[config.mk]
export PLATFORM = sky130hd
export DESIGN_NAME = s420_drv
export DESIGN_NICKNAME = d
export VERILOG_FILES = /design/src/rtl/s420_drv.sv
export SDC_FILE = /design/constraint.sdc
export NUM_CORES = 1
export LEC_CHECK = 0
export CELL_PAD_IN_SITES_DETAIL_PLACEMENT = 0
export CELL_PAD_IN_SITES_GLOBAL_PLACEMENT = 1
export CORE_ASPECT_RATIO = 1.75
export CORE_MARGIN = 2
export CORE_UTILIZATION = 37
export CTS_BUF_LIST = sky130_fd_sc_hd__clkbuf_8 sky130_fd_sc_hd__clkbuf_16
export CTS_CLUSTER_DIAMETER = 30
export CTS_CLUSTER_SIZE = 12
export DETAILED_ROUTE_END_ITERATION = 8
export PLACE_DENSITY_LB_ADDON = 0.12
export SKIP_LAST_GASP = 1
export SYNTH_ARGS = -nofsm -noshare
export SYNTH_HDL_FRONTEND = slang
export SYNTH_SLANG_ARGS = --single-unit
export TNS_END_PERCENT = 100
[constraint.sdc]
create_clock -name CK -period 2.4 [get_ports CK]
set_input_delay 0.6 -clock CK [delete_from_list [all_inputs] [get_ports CK]]
set_output_delay 0.6 -clock CK [all_outputs]
set_load 0.02 [all_outputs]
[src/rtl/s420_drv.sv]
// s420_drv: drives the s420 compare word and count enable for a programmed run length.
// Define S420_DRV_HITCNT_EN to build the Z sampling and saturating hit counter.
module s420_drv #(
  parameter int CW = 17,
  parameter int RW = 16,
  parameter int HW = 16
) (
  input  logic          CK,
  input  logic          RN,
  input  logic          cfg_valid,
  output logic          cfg_ready,
  input  logic [CW-1:0] cfg_data,
  input  logic          start,
  input  logic          stop,
  input  logic [RW-1:0] run_len,
  output logic [CW-1:0] C,
  output logic          P_0,
  input  logic          Z,
  output logic          busy,
  output logic          done,
  output logic [HW-1:0] hit_cnt
);

  typedef enum logic [1:0] {
    ST_IDLE = 2'd0,
    ST_ARM  = 2'd1,
    ST_RUN  = 2'd2,
    ST_DONE = 2'd3
  } state_e;

  localparam logic [RW-1:0] CNT_ONE = RW'(1);

  state_e        state_q, state_d;
  logic [RW-1:0] cnt_q, cnt_d;
  logic [CW-1:0] c_q, c_d;
  logic [CW-1:0] shadow_q, shadow_d;
  logic          pending_q, pending_d;
  logic          p0_q, p0_d;
  logic          busy_q, busy_d;
  logic          done_q, done_d;
  logic          cfg_accept_s;

  assign cfg_ready    = ~pending_q;
  assign cfg_accept_s = cfg_valid & ~pending_q;

  // Next state and run-length counter
  always_comb begin
    state_d = state_q;
    cnt_d   = cnt_q;
    case (state_q)
      ST_IDLE: begin
        if (start) begin
          state_d = ST_ARM;
          cnt_d   = run_len;
        end else begin
          state_d = ST_IDLE;
        end
      end
      ST_ARM: begin
        if (cnt_q == '0) begin
          state_d = ST_DONE;
        end else begin
          state_d = ST_RUN;
        end
      end
      ST_RUN: begin
        cnt_d = cnt_q - CNT_ONE;
        if ((cnt_q == CNT_ONE) || stop) begin
          state_d = ST_DONE;
        end else begin
          state_d = ST_RUN;
        end
      end
      ST_DONE: begin
        state_d = ST_IDLE;
      end
      default: begin
        state_d = ST_IDLE;
      end
    endcase
  end

  // Double-buffered compare word: pending blocks acceptance, so ARM never races an overwrite
  always_comb begin
    shadow_d  = shadow_q;
    pending_d = pending_q;
    c_d       = c_q;
    if (cfg_accept_s) begin
      shadow_d  = cfg_data;
      pending_d = 1'b1;
    end else if ((state_q == ST_ARM) && pending_q) begin
      c_d       = shadow_q;
      pending_d = 1'b0;
    end else begin
      pending_d = pending_q;
    end
  end

  // Output decodes of the next state, so the registered outputs track the state flop
  always_comb begin
    p0_d   = (state_d == ST_RUN);
    busy_d = (state_d != ST_IDLE);
    done_d = (state_d == ST_DONE);
  end

  // Control and config flops
  always_ff @(posedge CK or negedge RN) begin
    if (!RN) begin
      state_q   <= ST_IDLE;
      cnt_q     <= '0;
      c_q       <= '0;
      shadow_q  <= '0;
      pending_q <= 1'b0;
      p0_q      <= 1'b0;
      busy_q    <= 1'b0;
      done_q    <= 1'b0;
    end else begin
      state_q   <= state_d;
      cnt_q     <= cnt_d;
      c_q       <= c_d;
      shadow_q  <= shadow_d;
      pending_q <= pending_d;
      p0_q      <= p0_d;
      busy_q    <= busy_d;
      done_q    <= done_d;
    end
  end

  assign C    = c_q;
  assign P_0  = p0_q;
  assign busy = busy_q;
  assign done = done_q;

`ifdef S420_DRV_HITCNT_EN
  logic [HW-1:0] hit_q, hit_d;

  // Hit counter: cleared in ARM, counts Z during RUN, sticks at all-ones
  always_comb begin
    hit_d = hit_q;
    if (state_q == ST_ARM) begin
      hit_d = '0;
    end else if ((state_q == ST_RUN) && Z && !(&hit_q)) begin
      hit_d = hit_q + HW'(1);
    end else begin
      hit_d = hit_q;
    end
  end

  // Hit counter flop
  always_ff @(posedge CK or negedge RN) begin
    if (!RN) begin
      hit_q <= '0;
    end else begin
      hit_q <= hit_d;
    end
  end

  assign hit_cnt = hit_q;
`else
  logic unused_z;
  assign unused_z = Z;
  assign hit_cnt  = '0;
`endif

endmodule
==> impl_metrics.py <==
metrics = {
    "clock_tree": {
        "cts_tree": "yes",
        "cts.htree.levels": 2,
        "ctsResizeCount": 0,
        "clockRootBuffer": "clkbuf_16",
        "clk_pin_slew_worst_paths_ns": 0.08,
        "cts_buffers": 5,
        "clock_path_buffers": 2,
        "clock_latency_ns": 0.30,
        "post_cts_buffers": 0,
        "cts_sinks": 56,
        "hold_buffers": 0,
    },
    "synthesis": {
        "ys.flop_type": "dfrtp_1",
        "avgSynthCellArea_um2": 11.6,
        "ys_warn_count": 0,
        "ys_seq_elements": 56,
        "seq_area_frac_synth_pct": 50.2,
        "synth_cell_types": 47,
        "synth_area_um2": 2790,
        "synth_edf_count": 0,
        "synth_cells": 240,
        "async_reset_ff_share_pct": 100,
    },
    "timing": {
        "worst_pin_slew_ns": 0.543,
        "drv_slew": 0,
        "fmax_mhz": 503,
        "grt_setup_unrepaired": "false",
        "timing.setup.tns_ns": 0,
        "relSlewSlack_pct": 63.5,
        "hold_viol": 0,
        "timing.final.crit_share_pct": 82.9,
        "fin_crit_ns": 1.99,
        "finClkSkew_ns": 0.00698,
        "setup_viol": 0,
    },
    "grt": {
        "grt_util_all_layers_pct": 15.0,
        "antenna_found_initial": 0,
        "grt_pass1_wl_mm": 9.75,
        "grt_pass1_vias": 1900,
        "overflow": 0,
        "grt_max_degree": 38,
    },
    "power": {
        "leakagePower_nw": 1.50,
        "total_power_w": 0.00479,
        "powerDensity_nw_per_um2": 1330,
        "vdd_ir_drop_max_mv": 0.478,
    },
    "flow_run": {
        "cap_violations": 0,
    },
    "die": {
        "core_area_um2": 7280,
        "die_y_um": 119,
        "die_width_um": 69.6,
        "ios": 76,
        "start_util_pct": 38.3,
        "die-area_um2": 8280,
        "rows": 41,
    },
    "setup_path": {
        "regToRegStartpoint": "state_q[0]$_DFF_PN0_",
        "worst_setup_path_start_kind": "flip-flop",
        "end_kind": "primary output",
        "critPathArrivalTime_ns": 1.39,
        "slowest_delay_ns": 0.61,
        "cpMaxStageDelayCell": "clkdlybuf4s50_1",
        "crit_start": "pending_q$_DFFE_PN0P_",
        "crit_family": "buffers and inverters",
        "crit_chain": "inv_1, clkdlybuf4s50_1",
        "path_buf_inv": 2,
        "cp_max_fo": 3,
        "critPathRequiredTime_ns": 1.80,
        "path_class": "flip-flop to primary output",
    },
    "cells_and_area": {
        "n_antenna_cell": 0,
        "fin_nets": 347,
        "drive_gt1_share_pct": 9.54,
        "area_delta_synth_final_pct": 29.5,
        "fillers": 674,
    },
    "worst_hold_path": {
        "holdCritPathClass": "primary input to async pin",
    },
    "detailed_routing": {
        "drc": 0,
        "vias": 1980,
        "dr.pass1.iters": 4,
        "via_per_inst": 5.08,
        "first_iter_violations": 124,
        "antenna_left": 0,
        "finalWirelength_mm": 5.80,
        "wl_per_cell_um": 14.9,
    },
    "place": {
        "place.gp.congestion": 0.742,
        "portBuffers": 58,
        "dp_hpwl_mm": 4.31,
    },
    "run_status": {
        "outcome": "finished, final reports clean",
    },
}
-- report_power, final --
group	internal, W	switching [W]
combinational	0.00105	0.00108
clock	0.000497	0.000351
sequential	0.00143	0.000388
-- cell type report --
| class | count | area, µm² | share of cell area (%) |
|---|---|---|---|
| sequential | 56 | 1400 | 38.8 |
| clock buffer | 5 | 125 | 3.47 |
| timing repair buffer | 67 | 656 | 18.2 |
| clock inverter | 3 | 47.5 | 1.32 |
| multi-input combinational | 166 | 1250 | 34.5 |
| tap | 86 | 108 | 2.98 |
| inverter | 7 | 26.3 | 0.728 |
-- cell families after synthesis --
logic type	after synthesis	synth area share (%)
other	1	0.134
adder cells (fa/ha/maj)	5	2.24
multiplexers	39	15.6
flip-flops	56	50.2
AND/OR/NAND/NOR	60	14.2
buffers and inverters	33	7.13
AO/OA/AOI/OAI	46	10.5
-- through the flow --
stage                     cells  util [%]  area [µm²]  worst slack (ns)  hold WS, ns
final                       390      49.6        3610             0.411        0.253
after global routing        390      49.6        3610             0.349        0.291
after CTS                   390      49.6        3610             0.390        0.280
after detailed placement    382      47.2        3440             0.321        0.466
after global placement      382      47.2        3440             0.332        0.456
after floorplan             255         -        2850             0.737        0.304
-- cells in the mapped netlist (all sizes together), types with 2 or more instances --
| master | n | area, µm² |
|---|---|---|
| mux2i | 4 | 40.0 |
| nor3b | 2 | 20.0 |
| o22ai | 8 | 50.1 |
| and3 | 3 | 18.8 |
| ha | 5 | 62.6 |
| o211ai | 3 | 22.5 |
| nor2b | 4 | 25.0 |
| a21oi | 16 | 80.1 |
| dfrtp | 56 | 1400 |
| or3 | 4 | 30.0 |
| nor4 | 4 | 67.6 |
| a41oi | 3 | 26.3 |
| nand3b | 2 | 15.0 |
| nand4 | 5 | 31.3 |
| o21ai | 6 | 30.0 |
| a2bb2oi | 3 | 26.3 |
| nor3 | 3 | 26.3 |
| nand3 | 6 | 30.0 |
| nand2 | 12 | 45.0 |
| nor2 | 9 | 33.8 |
| inv | 7 | 26.3 |
| nand2b | 2 | 12.5 |
| mux2 | 35 | 394 |
| buf | 25 | 169 |
-- cells in the final DEF (no fill, tap or decap), drive strengths merged, types with 3 or more instances in the layout --
master         count
mux2i              4
nor4               4
nor2b              4
o22ai              8
nand4              5
o21ai              6
a41oi              3
clkdlybuf4s50     57
nand2             12
nor3               3
buf               10
a21oi             16
inv                7
mux2              35
conb              16
or3                4
a2bb2oi            3
clkbuf             5
nand3              6
ha                 5
and3               3
nor2               9
o211ai             3
dfrtp             56
-- registers in the layout, summed over array words and instances (netlist names) --
register	cells
pending_q	1
cnt_q	16
busy	1
shadow_q	17
P_0	1
C	17
state_q	2
done	1
-- worst paths after layout --
kind	slack [ns]	endpoint	depth (start not counted)
worst min-delay path	0.25	cnt_q[3]$_DFFE_PN0P_	1
min in group CK	0.48	C[3]$_DFFE_PN0P_	1
max in group asynchronous	1.59	shadow_q[8]$_DFFE_PN0P_	2
worst max-delay path	0.41	cfg_ready	2
worst max register to register	0.55	cnt_q[15]$_DFFE_PN0P_	6
worst min register to register	0.48	C[3]$_DFFE_PN0P_	1
-- metal layers --
metal | share of wire, % | GRT usage [%]
met1 | 41 | 18.8
met2 | 53 | 25.3
met3 | 4.3 | 3.05
met4 | 1.9 | 5.77
met5 | 0 | 0
(Power assumes the default switching activity.)
